[src/rtl/base58_pkg.sv]
// Shared Base58 constants, alphabet lookup and FSM state type for the stream encoder.
package base58_pkg;

  localparam int RADIX = 58;
  localparam int REM_W = 6;

  localparam logic [8*RADIX-1:0] ALPHABET =
    "123456789ABCDEFGHJKLMNPQRSTUVWXYZabcdefghijkmnopqrstuvwxyz";

  typedef enum logic [1:0] {
    ST_IDLE = 2'd0,
    ST_DIV  = 2'd1,
    ST_EMIT = 2'd2
  } state_e;

  // Digit 0 is the leftmost character of the string, which sits in the top byte.
  function automatic logic [7:0] b58_char(input logic [REM_W-1:0] digit);
    logic [7:0] ch;
    ch = 8'h00;
    if (int'(digit) < RADIX) ch = ALPHABET[8*(RADIX-1-int'(digit)) +: 8];
    return ch;
  endfunction

  // Number of base-58 digits needed for the largest value of a given bit width.
  function automatic int min_digits(input int width);
    logic [63:0] v;
    int n;
    v = (width >= 64) ? '1 : ((64'd1 << width) - 64'd1);
    n = 0;
    do begin
      v = v / 64'(RADIX);
      n++;
    end while (v != 64'd0);
    return n;
  endfunction

endpackage

[src/rtl/base58_div_step.sv]
// One restoring-division step by 58: shifts the quotient MSB into the remainder.
module base58_div_step
  import base58_pkg::*;
#(
  parameter int W = 32
) (
  input  logic [W-1:0]     quot,
  input  logic [REM_W-1:0] rem,
  output logic [W-1:0]     quot_next,
  output logic [REM_W-1:0] rem_next
);

  localparam logic [REM_W:0] DIVISOR = (REM_W+1)'(RADIX);

  logic [REM_W:0] trial;
  logic [REM_W:0] diff;
  logic           fits;

  // NOTE: every signal driven here gets a value on every path, so no latch is inferred.
  always_comb begin
    trial     = {rem, quot[W-1]};
    diff      = trial - DIVISOR;
    fits      = (trial >= DIVISOR);
    rem_next  = fits ? diff[REM_W-1:0] : trial[REM_W-1:0];
    quot_next = {quot[W-2:0], fits};
  end

endmodule

[src/rtl/base58_stream_encoder.sv]
// Streams an unsigned binary value as Base58 ASCII, most significant digit first.
module base58_stream_encoder
  import base58_pkg::*;
#(
  parameter int IN_WIDTH   = 32,
  parameter int MAX_DIGITS = 6
) (
  input  logic                clk,
  input  logic                rst_n,
  input  logic                in_valid,
  output logic                in_ready,
  input  logic [IN_WIDTH-1:0] in_data,
  input  logic                in_pad,
  output logic                out_valid,
  input  logic                out_ready,
  output logic [7:0]          out_char,
  output logic                out_last,
  output logic                busy
);

  localparam int CNT_W = $clog2(MAX_DIGITS + 1);
  localparam int BIT_W = $clog2(IN_WIDTH);

  if (IN_WIDTH < 8 || IN_WIDTH > 64) begin : g_bad_width
    $error("base58_stream_encoder: IN_WIDTH must be within 8..64");
  end
  if (MAX_DIGITS < min_digits(IN_WIDTH)) begin : g_bad_depth
    $error("base58_stream_encoder: MAX_DIGITS too small for IN_WIDTH");
  end

  state_e              state;
  logic [IN_WIDTH-1:0] quot;
  logic [IN_WIDTH-1:0] quot_next;
  logic [REM_W-1:0]    rem;
  logic [REM_W-1:0]    rem_next;
  logic [BIT_W-1:0]    bit_cnt;
  logic [CNT_W-1:0]    count;
  logic [CNT_W-1:0]    count_inc;
  logic [CNT_W-1:0]    index;
  logic                pad;
  logic                digit_done;
  logic                more_digits;
  logic [REM_W-1:0]    digit_buf [MAX_DIGITS];

  base58_div_step #(.W(IN_WIDTH)) u_div_step (
    .quot      (quot),
    .rem       (rem),
    .quot_next (quot_next),
    .rem_next  (rem_next)
  );

  assign digit_done  = (bit_cnt == BIT_W'(IN_WIDTH - 1));
  assign count_inc   = count + CNT_W'(1);
  // Padding keeps dividing the (now zero) quotient, producing leading '1' digits.
  assign more_digits = (quot_next != '0) || (pad && (count_inc < CNT_W'(MAX_DIGITS)));

  // NOTE: sequential state uses non-blocking assignments so every register samples pre-edge values.
  always_ff @(posedge clk or negedge rst_n) begin
    if (!rst_n) begin
      state   <= ST_IDLE;
      quot    <= '0;
      rem     <= '0;
      bit_cnt <= '0;
      count   <= '0;
      index   <= '0;
      pad     <= 1'b0;
    end else begin
      case (state)
        ST_IDLE: begin
          if (in_valid) begin
            quot    <= in_data;
            pad     <= in_pad;
            rem     <= '0;
            bit_cnt <= '0;
            count   <= '0;
            state   <= ST_DIV;
          end
        end
        ST_DIV: begin
          quot <= quot_next;
          if (digit_done) begin
            count   <= count_inc;
            rem     <= '0;
            bit_cnt <= '0;
            if (!more_digits) begin
              index <= count;
              state <= ST_EMIT;
            end
          end else begin
            rem     <= rem_next;
            bit_cnt <= bit_cnt + BIT_W'(1);
          end
        end
        ST_EMIT: begin
          if (out_ready) begin
            if (index == '0) state <= ST_IDLE;
            else             index <= index - CNT_W'(1);
          end
        end
        default: state <= ST_IDLE;
      endcase
    end
  end

  // NOTE: the digit buffer is plain storage with no reset; count/index guard every read.
  always_ff @(posedge clk) begin
    if (state == ST_DIV && digit_done) digit_buf[count] <= rem_next;
  end

  assign in_ready  = (state == ST_IDLE);
  assign busy      = (state != ST_IDLE);
  assign out_valid = (state == ST_EMIT);
  assign out_last  = out_valid && (index == '0);
  assign out_char  = out_valid ? b58_char(digit_buf[index]) : 8'h00;

endmodule

[config.mk]
export PLATFORM = sky130hd
export DESIGN_NAME = base58_stream_encoder
export DESIGN_NICKNAME = d
export VERILOG_FILES = /design/src/rtl/base58_pkg.sv /design/src/rtl/base58_div_step.sv /design/src/rtl/base58_stream_encoder.sv
export SDC_FILE = /design/constraint.sdc
export NUM_CORES = 1
export LEC_CHECK = 0
export ABC_CLOCK_PERIOD_IN_PS = 4200
export CORE_MARGIN = 2
export CORE_UTILIZATION = 45
export CTS_BUF_LIST = sky130_fd_sc_hd__clkbuf_2 sky130_fd_sc_hd__clkbuf_4 sky130_fd_sc_hd__clkbuf_8
export CTS_CLUSTER_SIZE = 12
export DETAILED_ROUTE_END_ITERATION = 12
export PLACE_DENSITY = 0.66
export SLEW_MARGIN = 20
export SYNTH_ARGS = -nofsm -noshare
export SYNTH_HDL_FRONTEND = slang
export SYNTH_SLANG_ARGS = --single-unit
[constraint.sdc]
create_clock -name clk -period 4.2 [get_ports clk]
set_clock_uncertainty 0.1 [all_clocks]
set_input_delay 0.84 -clock clk [delete_from_list [all_inputs] [get_ports clk]]
set_output_delay 0.84 -clock clk [all_outputs]
set_load 0.005 [all_outputs]
After elaboration in Yosys (flattened, before gate mapping)
Memories as Yosys holds them, arrays and structs flattened.
Index checks and enable logic that the tools add are counted.
{ "totals": {"reg_bits": 52, "ram_bits": 36, "out_inout_bits": 12, "word_cells": 68, "mem_count": 1} }
{ "memory_table": {"columns": ["name", "depth", "word_bits", "rd", "rd_clocked_by_memory_dff", "write_ports", "line", "source"], "rows": [
  ["digit_buf", 6, 6, 1, 0, 1, "base58_stream_encoder.sv:43", "logic [REM_W-1:0] digit_buf [MAX_DIGITS];"]
]} }
{ "classes": {"add_sub_neg": 5, "n_lt_le_gt_ge": 3, "n_eq_ne": 9, "shifts": 1, "muxes": 27, "reduce_logical": 15} }
{ "ops": {"columns": ["cell", "n"], "rows": [
  ["464-bit by 10-bit variable part select with 8-bit output, first input constant", 1],
  ["32-bit one-hot mux with 2 select lines", 1],
  ["32-bit two-way mux", 1],
  ["32-bit nonzero test", 1],
  ["3-bit two-way mux", 6],
  ["6-bit two-way mux", 3],
  ["8-bit two-way mux", 2],
  ["3-bit one-hot mux with 2 select lines", 2],
  ["6-bit one-hot mux with 2 select lines", 1],
  ["2-bit two-way mux", 5],
  ["5-bit two-way mux", 2],
  ["5-bit one-hot mux with 2 select lines", 1],
  ["5-bit AND reduction", 2],
  ["2-bit inequality test, second input constant", 4],
  ["7-bit by 6-bit greater-or-equal comparator with 1-bit output, second input constant", 1],
  ["6-bit by 6-bit subtractor with 7-bit output, first input constant", 1],
  ["6-bit less-than comparator, second input constant", 1],
  ["2-bit one-hot mux with 3 select lines", 1],
  ["2-bit nonzero test", 3],
  ["6-bit subtractor, second input constant", 1],
  ["5-bit by 1-bit adder with 5-bit output, second input constant", 1],
  ["5-bit == test, second input constant", 1],
  ["2-bit by 1-bit inequality test with 1-bit output, second input constant", 2],
  ["2-bit AND reduction", 2],
  ["other kinds (11)", 14]
]} }

Longest topological paths before layout
{ "logic_depth": {"depth_word": 7, "ltp_mapped": 11, "mapped_depth_nobuf": 10} }

Modules after synthesis
From an unflattened synthesis, not the netlist that was laid out.
{ "hier_totals": {"cells_unflattened": 558, "hier_area_um2": 5159.9} }
{ "modules_own_cells": {"columns": ["mod", "instances", "cells_per_inst", "area_per_inst_um2", "seq_area_each_um2"], "rows": [
  ["base58_stream_encoder", 1, 502, 4765.8, 2382.3],
  ["base58_div_step", 1, 56, 394.1, 0.0]
]} }

Least setup slack after synthesis
Ideal clock, no wire load.
{ "synth_path": {"kind": "register -> output", "start": "register index[1]", "end": "output out_char[2]", "t_arrival_ns": 2.860, "t_required_ns": 3.260, "slack_ns": 0.400, "path_stages_with_launch": 11, "path_buffers": 1, "cell_sequence": "dfrtp_1 buf_6 mux2_1 mux4_2 inv_2 ha_1 nand4b_1 xor2_1 nor2_1 o41ai_1 o211a_1"} }
{ "synth_between": {"elab_chain_cells": 5} }
{ "synth_lines": {"columns": ["item", "line", "source"], "rows": [
  ["start: declaration", "base58_stream_encoder.sv:39", "logic [CNT_W-1:0] index;"],
  ["start signal: assignment", "base58_stream_encoder.sv:86", "index <= count;"],
  ["start signal: assignment", "base58_stream_encoder.sv:97", "else index <= index - CNT_W'(1);"],
  ["memory 6 x 6 bit (*)", null, null],
  ["6-bit by 6-bit subtractor with 7-bit output", "base58_pkg.sv:20", "if (int'(digit) < RADIX) ch = ALPHABET[8*(RADIX-1-int'(digit)) +: 8];"],
  ["464-bit by 10-bit variable part select with 8-bit output", "base58_pkg.sv:20", null],
  ["8-bit two-way mux (*)", "base58_pkg.sv:20", null],
  ["8-bit two-way mux (*)", "base58_stream_encoder.sv:114", "assign out_char = out_valid ? b58_char(digit_buf[index]) : 8'h00;"],
  ["end: declaration", "base58_stream_encoder.sv:16", "output logic [7:0] out_char,"]
]} }
Every way passes the cells marked *; elsewhere a longest branch is shown, timed or not.

Worst setup path in the final report
{ "layout_path": {"start": "register index[1]", "end": "output out_char[0]"} }
Same word-level chain as after synthesis.

==> metrics.yaml <==
die_area_um2: 11530
mostFrequentLayoutCells: "o21ai_0, nand2_1, dfrtp_1, mux2i_1, clkdlybuf4s50_1"
portBuffers: 47
rows: 37
dpl.hpwl_um: 7666
synth_cell_types: 62
place_ws_ns: 0.03879
netlist.area_leader.share_pct: 27.06
post-route-period-util_pct: 96.75
worstMarginPinSlew_ns: 0.7148
crit_path_frequent_cell: "a41oi_1"
cts_buffers: 9
min_period_ns: 4.063
vias_per_cell: 5.677
clock.fmax_ghz: 0.2461
diodes: 0
crit_fanout: 14
rsz0062_at_grt: "yes"
p_sw_share_pct: 42.08
clkTransAtPathRegs_ns: 0.10
p_per_area_nw_per_um2: 795.1
grt_pass1_wl_um: 17620
critPathSlowestCell: "mux4_2"
first_global_vias: 3617
async_reset_ff_share_pct: 59.09
end_kind: "output port"
setup_viol: 0
drive_gt1_share_pct: 18.61
status: "complete, no violations"
yosys_warnings: 0
cts_tree: "yes"
clk_latency_ns: 0.36
startpoint_type: "flop"
postSynthAreaPerCell_um2: 10.62
pwr-share-clk_pct: 11.7
whs_ns: 0.1342
p_comb_share_pct: 59.3
clk_path_buf_depth: 2
cts_root_buf: "clkbuf_8"
synth_top_cell_by_area: "dfrtp_1"
vias: 3792
synth_enable_flop_cells: 36
cp_cell_sequence: "buf_4, mux2_1, mux4_2, inv_2, ha_4, xor2_4, buf_12, a41oi_1, a41oi_1, o221ai_1, a31oi_1, dlygate4sd2_1"
crit_family: "multiplexers"
max-vdd-ir-drop_mv: 0.5363
final_nets: 571
cts_max_level: 3
fin_ws_ns: 0.1367
holdBufCountCts: 0
place_congestion: 0.8955
arrival_ns: 3.12
power_switching_mw: 1.982
gr-usage-all-layers_pct: 19.22
fin_tns_setup_ns: 0
die_height_um: 107.4
drt-pass1-iter-count: 5
ios: 49
ys_ff_latch: 88
timing.final.max_slew_violations: 0
routedWlPerCell_um: 16.11
core_area_um2: 10370
final_common_cell: "o21ai_0"
critical_path.max_stage_delay_ns: 0.48
syn_area_um2: 4810
syn2layout_area_growth_pct: 23.18
worstPathRequired_ns: 3.26
dieWidth_um: 107.4
maxCapViolations: 0
hold_viol_final: 0
crit_buf_inv: 4
start_util_pct: 46.38
synth_cells: 453
grt_max_degree: 69
ys_dominant_reg_cell: "dfrtp_1"
numClockSinks: 88
drtIter0Drc: 271
internal_power_mw: 2.728
p_leak_nw: 2.334
synthTopCellsByArea: "dfrtp_1, edfxtp_1, mux2i_1"
hold_path.class: "in2async"
p_seq_share_pct: 29.0
antenna_found_initial: 0
postSynthNetCount: 497
ant_nets: 0
timing.slew.headroom_pct: 51.95
drcViolationCount: 0
final_util_pct: 57.13
synth_seq_area_share_pct: 49.53
drt_wl_total_um: 10760
crit_type: "reg2out"
grt-ovfl-total: 0
## registers in the layout, indices dropped and copies added (netlist names)
| name | cells |
|---|---|
| count | 3 |
| rem | 6 |
| bit_cnt | 5 |
| quot | 32 |
| digit_buf | 36 |
| state | 2 |
| pad | 1 |
| index | 3 |
## cell type report
cell class | instances | area (um^2)
clock buffers | 9 | 123.9
multi-input cells | 323 | 2307
inverters | 14 | 56.30
flip-flops and latches | 88 | 2382
clock inverters | 7 | 61.31
fillers | 880 | 4446
repair buffers | 91 | 823.3
well taps | 136 | 170.2
## metal layers
metal	vias up	routed length (um)	share of wire, %	GRT usage, %
met1	1838	4895	45	26.05
met2	112	5243	49	31.24
met3	19	453	4.2	3.995
met5	-	0	0	0
li1	1823	-	-	-
met4	0	171	1.6	5.861
## path summary, 6_finish.rpt
check                                  startpoint                endpoint  slack, ns  depth (start not counted)
setup / recovery             index[1]$_DFFE_PN0P_             out_char[0]       0.14                         12
hold / removal                              rst_n     quot[2]$_DFFE_PN0P_       0.13                          1
setup reg to reg           bit_cnt[0]$_DFFE_PN0P_    index[0]$_DFFE_PN0P_       1.39                         10
hold reg to reg            bit_cnt[3]$_DFFE_PN0P_  bit_cnt[3]$_DFFE_PN0P_       0.39                          1
max in group asynchronous                   rst_n      rem[3]$_DFFE_PN0P_       3.04                          2
min in group clk           bit_cnt[3]$_DFFE_PN0P_  bit_cnt[3]$_DFFE_PN0P_       0.39                          1
## power by group through the flow
stage,Clock (mW),Combinational [mW],Sequential [mW]
5_1_grt,0.602,3.05,1.40
4_1_cts,0.566,2.65,1.37
2_1_floorplan,0,1.70,1.31
6_report,0.550,2.79,1.37
3_5_place_dp,0,2.39,1.38
3_3_place_gp,0,2.36,1.37
## cell families (layout without fill, tap and decap cells)
kind of cell	count (synthesis)	after routing	share of synthesized area, %
compound gates	116	116	15.04
xor+xnor	8	8	1.925
fa+ha+maj	7	7	1.821
buf+inv	42	121	4.240
flops	88	88	49.53
mux	55	55	13.55
other cells	1	1	0.07797
simple gates	136	136	13.81
## synthesized netlist by cell type (all sizes together), types with 6 or more instances
| cell type | instances |
|---|---|
| nand2b | 7 |
| ha | 7 |
| dfrtp | 52 |
| nor2 | 22 |
| a21oi | 13 |
| edfxtp | 36 |
| nor4 | 11 |
| clkbuf | 14 |
| nand2 | 56 |
| mux4 | 6 |
| a22o | 6 |
| o21ai | 60 |
| and2 | 6 |
| nand3 | 13 |
| inv | 14 |
| mux2i | 40 |
| buf | 14 |
| mux2 | 9 |
## what timing repair did
action | CTS | global route
buffers inserted | 8 | 5
gates cloned | 1 | 1
pin swaps | 3 | 7
setup endpoints to repair | 7 | 5
gates resized for setup | 17 | 15
## worst reg2reg max path: cells and delay by family, from the launching register on
family / cells / cell delay [ns]
fa+ha+maj: 2 / 0.50
compound gates: 5 / 1.07
simple gates: 3 / 0.63
flops: 1 / 0.42
## through the flow
step / cells / cell area, um^2 / power [mW]
2_1_floorplan: 453 / 4810 / 3.009
3_3_place_gp: 637 / 5533 / 3.729
3_5_place_dp: 637 / 5533 / 3.772
4_1_cts: 662 / 5877 / 4.579
5_1_grt: 668 / 5924 / 5.058
6_report: 668 / 5924 / 4.710
Power figures use the tool's default switching activity.
